$ cat config.mk
export PLATFORM = sky130hd
export DESIGN_NAME = sync_fifo_pro
export DESIGN_NICKNAME = d
export VERILOG_FILES = /design/src/rtl/sync_fifo_pro.sv
export SDC_FILE = /design/constraint.sdc
export NUM_CORES = 1
export LEC_CHECK = 0
export ABC_AREA = 1
export BUFFER_PORTS_ARGS = -buffer_cell sky130_fd_sc_hd__clkbuf_2
export CAP_MARGIN = 5
export CELL_PAD_IN_SITES_DETAIL_PLACEMENT = 0
export CELL_PAD_IN_SITES_GLOBAL_PLACEMENT = 1
export CORE_UTILIZATION = 50
export CTS_BUF_LIST = sky130_fd_sc_hd__clkbuf_4
export CTS_CLUSTER_SIZE = 24
export DETAILED_ROUTE_END_ITERATION = 10
export PLACE_DENSITY = 0.95
export SETUP_SLACK_MARGIN = 0.2
export SLEW_MARGIN = 10
export SYNTH_ARGS = -nofsm -noshare
export SYNTH_HDL_FRONTEND = slang
export SYNTH_SLANG_ARGS = --single-unit
$ cat constraint.sdc
create_clock -name clk -period 4.5 [get_ports clk]
set_input_delay 0.9 -clock clk [delete_from_list [all_inputs] [get_ports clk]]
set_output_delay 0.9 -clock clk [all_outputs]
set_load 0.02 [all_outputs]
$ cat src/rtl/sync_fifo_pro.sv
// Synchronous FIFO with an occupancy counter, programmable almost-full/almost-empty
// thresholds, sticky overflow/underflow flags and a selectable first-word-fall-through read port.
module sync_fifo_pro #(
    parameter int DEEPWID = 3,
    parameter int BITWID  = 5,
    parameter bit FWFT    = 1'b0
) (
    input  logic               clk,
    input  logic               rst,
    input  logic               wr_en,
    input  logic [BITWID-1:0]  wr_data,
    input  logic               rd_en,
    input  logic [DEEPWID-1:0] cfg_almost_full,
    input  logic [DEEPWID-1:0] cfg_almost_empty,
    input  logic               err_clr,
    output logic [BITWID-1:0]  rd_data,
    output logic               rd_data_vld,
    output logic               full,
    output logic               empty,
    output logic               almost_full,
    output logic               almost_empty,
    output logic [DEEPWID:0]   fifo_num,
    output logic               overflow,
    output logic               underflow
);

    localparam int               DEPTH   = 2 ** DEEPWID;
    localparam logic [DEEPWID:0] DEPTH_C = (DEEPWID + 1)'(DEPTH);
    localparam logic [DEEPWID:0] CNT_0   = {(DEEPWID + 1){1'b0}};
    localparam logic [DEEPWID:0] CNT_1   = {{DEEPWID{1'b0}}, 1'b1};
    localparam logic [DEEPWID-1:0] PTR_0 = {DEEPWID{1'b0}};
    localparam logic [DEEPWID-1:0] PTR_1 = {{(DEEPWID - 1){1'b0}}, 1'b1};

    logic [BITWID-1:0]  mem_q [DEPTH];
    logic [DEEPWID-1:0] wptr_q, wptr_d;
    logic [DEEPWID-1:0] rptr_q, rptr_d;
    logic [DEEPWID:0]   cnt_q, cnt_d;
    logic               ovf_q, ovf_d;
    logic               udf_q, udf_d;
    logic               wr_acc_s;
    logic               rd_acc_s;

    // Acceptance uses the flags decoded from the pre-edge count
    assign full     = (cnt_q == DEPTH_C);
    assign empty    = (cnt_q == CNT_0);
    assign wr_acc_s = wr_en & ~full;
    assign rd_acc_s = rd_en & ~empty;

    assign almost_full  = (cnt_q >= (DEPTH_C - {1'b0, cfg_almost_full}));
    assign almost_empty = (cnt_q <= {1'b0, cfg_almost_empty});
    assign fifo_num     = cnt_q;
    assign overflow     = ovf_q;
    assign underflow    = udf_q;

    // Next-state for pointers, occupancy and sticky error flags
    always_comb begin
        wptr_d = wptr_q;
        rptr_d = rptr_q;
        cnt_d  = cnt_q;
        ovf_d  = ovf_q;
        udf_d  = udf_q;
        if (wr_acc_s) begin
            wptr_d = wptr_q + PTR_1;
        end else begin
            wptr_d = wptr_q;
        end
        if (rd_acc_s) begin
            rptr_d = rptr_q + PTR_1;
        end else begin
            rptr_d = rptr_q;
        end
        case ({wr_acc_s, rd_acc_s})
            2'b10:   cnt_d = cnt_q + CNT_1;
            2'b01:   cnt_d = cnt_q - CNT_1;
            default: cnt_d = cnt_q;
        endcase
        // A new error event outranks a clear issued in the same cycle
        if (wr_en && full) begin
            ovf_d = 1'b1;
        end else if (err_clr) begin
            ovf_d = 1'b0;
        end else begin
            ovf_d = ovf_q;
        end
        if (rd_en && empty) begin
            udf_d = 1'b1;
        end else if (err_clr) begin
            udf_d = 1'b0;
        end else begin
            udf_d = udf_q;
        end
    end

    // Control state register with synchronous reset
    always_ff @(posedge clk) begin
        if (rst) begin
            wptr_q <= PTR_0;
            rptr_q <= PTR_0;
            cnt_q  <= CNT_0;
            ovf_q  <= 1'b0;
            udf_q  <= 1'b0;
        end else begin
            wptr_q <= wptr_d;
            rptr_q <= rptr_d;
            cnt_q  <= cnt_d;
            ovf_q  <= ovf_d;
            udf_q  <= udf_d;
        end
    end

    // Storage array, intentionally not reset
    always_ff @(posedge clk) begin
        if (wr_acc_s && !rst) begin
            mem_q[wptr_q] <= wr_data;
        end
    end

    generate
        if (FWFT) begin : g_fwft
            assign rd_data     = mem_q[rptr_q];
            assign rd_data_vld = ~empty;
        end else begin : g_std
            logic [BITWID-1:0] rd_data_q;
            logic              rd_vld_q;

            // Registered read port: one-cycle valid pulse, data held between reads
            always_ff @(posedge clk) begin
                if (rst) begin
                    rd_data_q <= {BITWID{1'b0}};
                    rd_vld_q  <= 1'b0;
                end else begin
                    rd_vld_q <= rd_acc_s;
                    if (rd_acc_s) begin
                        rd_data_q <= mem_q[rptr_q];
                    end
                end
            end

            assign rd_data     = rd_data_q;
            assign rd_data_vld = rd_vld_q;
        end
    endgenerate

endmodule
After elaboration in Yosys (flattened, before gate mapping)

Memories as Yosys holds them, arrays and structs flattened. A register that Yosys moved wholly into a read port is not among the register bits.
Cells that the tools add are included.

Memory bits (writable): 40
Memories kept: 1
Bits in latches: 0
Register bits: 13
Memory bits (read-only): 0
Output and inout port bits: 16
Logic and storage cells: 35
Bits of input ports: 16

Memory list:

| memory | depth | width | rd ports | clocked after memory_dff | wr ports | RTL line | source |
|---|---|---|---|---|---|---|---|
| mem_q  | 8     | 5     | 1        | 1                        | 1        | 34       | `logic [BITWID-1:0] mem_q [DEPTH];` |

Multiply operators: 0
Divide/modulo/power cells: 0
Reduce and logical (&&, ||, !) cells: 8
$lt $le $gt $ge: 2
Muxes and demuxes: 6
Bitwise operators: 4
$add $sub $neg: 5
Shift operators: 0
Eq/ne operators: 3

Operator list:

| cell                | count |
|---|---|
| $pmux 4 s2          | 1 |
| $add 3x1->3 const B | 2 |
| $reduce_bool 2->1   | 3 |
| $mux 1              | 5 |
| $add 4x1->4 const B | 1 |
| $eq 4x4->1 const B  | 1 |
| $ge 4x4->1          | 1 |
| $le 4x3->1          | 1 |
| $logic_not 4->1     | 1 |
| $sub 4x1->4 const B | 1 |
| $sub 4x3->4 const A | 1 |
| $logic_and 1x1->1   | 3 |
| $and 1x1->1         | 2 |
| $eq 2x1->1 const B  | 1 |
| $eq 2x2->1 const B  | 1 |
| $not 1->1           | 2 |
| $logic_not 1->1     | 1 |

Depth between registers and ports, before layout

Word-level depth: 6
Mapped depth: 14
Mapped depth without buffers: 14

Worst setup path before layout

Ideal clock, no wire load.

Path kind: input to output
From: in cfg_almost_full[0]
To: out almost_full
Arrival: 1.919 ns
Stages: 8
Path buffers: 0
Required time: 3.600 ns
Setup slack: 1.681 ns
Cells stage by stage: inv_1 -> ha_1 -> inv_1 -> ha_1 -> inv_1 -> nor2_1 -> o211ai_1 -> nand3_1

Word-level cells in the longest chain between the ends: 2

Ends and longest elaborated chain:

| what        | RTL line | source |
|---|---|---|
| from (decl) | 13       | `input logic [DEEPWID-1:0] cfg_almost_full,` |
| $sub 4x3->4 | 49       | `assign almost_full = (cnt_q >= (DEPTH_C - {1'b0, cfg_almost_full}));` |
| $ge 4x4->1  | 49       |  |
| to (decl)   | 20       | `output logic almost_full,` |

Every way passes these cells.

Worst setup path after layout

Ends and elaborated chain as after synthesis.

==> summary.txt <==
Run status
  • Status: finished clean

Min path
  • Hold Crit Endpoint: rd_data[1]
  • Worst hold start: rd_data[1]
  • Hold path depth: 2
  • HP Class: register to register

Detailed routing
  • Routed WL per cell: ~12 microns
  • Total routed wirelength: 4820 microns
  • Final ANT Viol Nets: 0
  • DR iter-0 viols: 81
  • Detailed-router iteration count before antenna repair: 4
  • Vias per cell: 4.69
  • Routed via count: 1932
  • DRC violations left: 0

Synthesis
  • Mapped Area: 0.00278 sq mm
  • Dominant synthesized flop cell: edfxtp_1
  • Post-synthesis simple-gate area fraction: 21.6%
  • Synth cell count leaders: nand2_1, inv_1, edfxtp_1, nand3_1, dfxtp_1
  • Avg Cell Area, Syn: 9.15 sq um
  • Top-count cell post-synth: nand2_1
  • Syn_nets: between 300 and 400
  • Mux contribution to synthesized area: 0%
  • Number of synthesized flops with an enable pin: 40
  • Post-synthesis adder-cell area fraction: 5.85%
  • Async SR Flop Fraction: 0%
  • Most area-hungry cell type in the Yosys netlist: edfxtp_1
  • Yosys top cell area share: a little over two fifths
  • Post-synthesis cell count: ~300
  • Yosys warnings: 0
  • Post-synth cell types: 28
  • Compound-Gate Fraction of Synth Area: 5.40%
  • Seq/Total Area, Yosys: roughly 56%
  • XOR/XNOR Fraction of Synth Area: 0.945%
  • Synth area leaders: edfxtp_1, dfxtp_1, nand2_1
  • Main combinational cell family by area after synthesis: simple AND/OR/NAND/NOR gates
  • Synthesized flop and latch total: 58

GRT
  • First-pass GRT wire length: roughly 8000 microns
  • GRT overflow: 0
  • Gr usage total: 18.2%
  • Vias in the first global route: 1730
  • Initial antenna violation count: 0
  • Largest net degree at the start of global routing: 23

STA
  • Setup slack after layout: 1.49 ns
  • Final TNS setup: 0 ns
  • Fin crit period: 3.01 ns
  • Clock skew: ~0.013 ns
  • Worst-margin pin slew: 0.810 ns
  • Fin. max-slew vios: 0
  • Period utilization: 66.9%
  • Final Hold Vio Count: 0
  • Fmax: 0.332 GHz
  • RSZ-0062 raised after global routing: no
  • Setup violators final: 0
  • Min Hold Slack: 0.467 ns
  • Worst slew margin relative to its limit: 45.9%

Setup path
  • CP top delay family: adder cells
  • R2R depth: 13
  • Critical path capture point type: output port
  • CP cell instances: clkbuf_2 -> inv_1 -> ha_1 -> inv_1 -> ha_1 -> inv_1 -> nor2_1 -> o211ai_1 -> nand3_1 -> clkbuf_2
  • Most frequent cell on the critical path: inv_1
  • Crit Path Category: primary input to output port
  • CP arrival: 2.11 ns
  • FF-to-FF setup slack: 2.29 ns
  • Critical-path maximum fanout: 2
  • WP buf/inv: 5
  • Data required, critical path: 3.60 ns
  • R2r startpoint: fifo_num[3]
  • Slowest cell on the critical path: ha_1
  • Max incr delay on CP: 0.28 ns
  • Startpoint Class: primary input
  • FF-to-FF End: fifo_num[2]

Power
  • P_leak: 1.43 nW
  • Power per cell area: ~540 mW/mm^2
  • VDD IR-drop max: 354 uV

Job
  • Total of max-cap violations: 0

Die
  • IO Count: 32
  • Initial Util: 53.1%
  • Die ar.: a little under 0.006 sq mm
  • Die Wd: 76.6 microns
  • DIE HEIGHT: 76.6 microns
  • Rows: 26
  • Core area: 0.00524 sq mm

Cells and area
  • Area grow syn2layout: 11.2%
  • Core Util, Final: 59.0%
  • Share of cells above drive strength 1: 16.1%
  • Fill cell count: 456
  • Nets@finish: roughly 370
  • # diodes: 0

Clocking
  • Root buffer cell: clkbuf_4
  • CTS resizes: 0
  • Sink Count: 58
  • Post-CTS setup buffers: 0
  • Clock Pin Slew Worst Setup and Hold Paths: 0.09 ns
  • Clk_lat worst skew: 0.39 ns
  • CTS tree: done
  • Clock Tree Buf Depth: 2
  • H-tree Lvls: 3
  • Hold Buf Count CTS: 0
  • CTS Buf Count: 9

Place
  • Dpl hpwl: 3460 microns
  • Global placement routability congestion: 0.783
  • IO Port Bufs: 31
  • Setup WS pre-CTS: between 1 and 1.5 ns
-- layer usage --
metal / GRT usage [%] / routed length (microns) / share of wire (%)
met5: 0 / 0 / 0
met4: 9.23 / 87 / 1.8
met3: 6.83 / 241 / 5.0
met2: 27.8 / 2200 / 46
met1: 22.6 / 2290 / 47
-- flip-flops by register name, summed over array words and instances (netlist names) --
register / flops
rptr_q: 3
fifo_num: 4
rd_data: 5
overflow: 1
wptr_q: 3
rd_data_vld: 1
mem_q: 40
underflow: 1
-- cell families (layout without fill, tap and decap cells) --
group | Yosys count | count (layout)
AND/OR/NAND/NOR | 136 | 136
buffers and inverters | 66 | 104
flip-flops | 58 | 58
AO/OA/AOI/OAI | 28 | 28
adder cells (fa/ha/maj) | 13 | 13
XOR/XNOR | 3 | 3
-- report_power, final --
group          switching (mW)  internal (mW)  leakage [nW]
sequential             0.0799          0.628         0.509
clock                   0.174          0.184        0.0764
combinational           0.387          0.216         0.849
-- worst reg2reg max path, stage by stage (launching register included) --
cell and delay [ns]:
dfxtp_1 0.49, inv_1 0.11, nand3_2 0.10, nand2_2 0.15
inv_2 0.19, ha_1 0.27, nand2_1 0.07, inv_1 0.09
nor2_2 0.04, ha_1 0.17, a21oi_1 0.14, xnor2_1 0.09
o21ai_0 0.14, inv_1 0.05
-- cell type report --
type                    instances  area (sq um)  share of cell area, %
clock buffers                  12          90.1                   2.91
repair buffers                 31           155                   5.02
inverters                      57           214                   6.92
multi-input cells             180           941                   30.4
well taps                      70          87.6                   2.83
flip-flops and latches         58          1560                   50.5
clock inverters                 4          42.5                   1.38
-- worst max path at each step --
stage,start,end,slack [ns],cells after the start
after floorplan,cfg_almost_full[0],almost_full,1.68,8
after global placement,cfg_almost_full[0],almost_full,1.50,10
after detailed placement,cfg_almost_full[0],almost_full,1.47,10
after CTS,cfg_almost_full[0],almost_full,1.47,10
after global routing,cfg_almost_full[0],almost_full,1.36,10
final,cfg_almost_full[0],almost_full,1.49,10
-- layout by cell type, fill, tap and decap left out, drive strengths merged --
cell    count
a21oi      18
a32oi       1
and3        1
bufinv      1
clkbuf     43
clkinv      3
dfxtp      18
edfxtp     40
ha         13
inv        57
nand2      73
nand3      42
nand3b      1
nand4       1
nor2       17
o211ai      1
o21ai       8
or2         1
xnor2       2
xor2        1
-- per-stage QoR --
step           instance area, sq um  instances  power (mW)
2_1_floorplan                  2780        304        1.18
3_3_place_gp                   2960        396        1.32
3_5_place_dp                   2960        396        1.33
4_1_cts                        3090        412        1.68
5_1_grt                        3090        412        1.80
6_report                       3090        412        1.67
No activity file was read; power rests on OpenSTA's default activity.
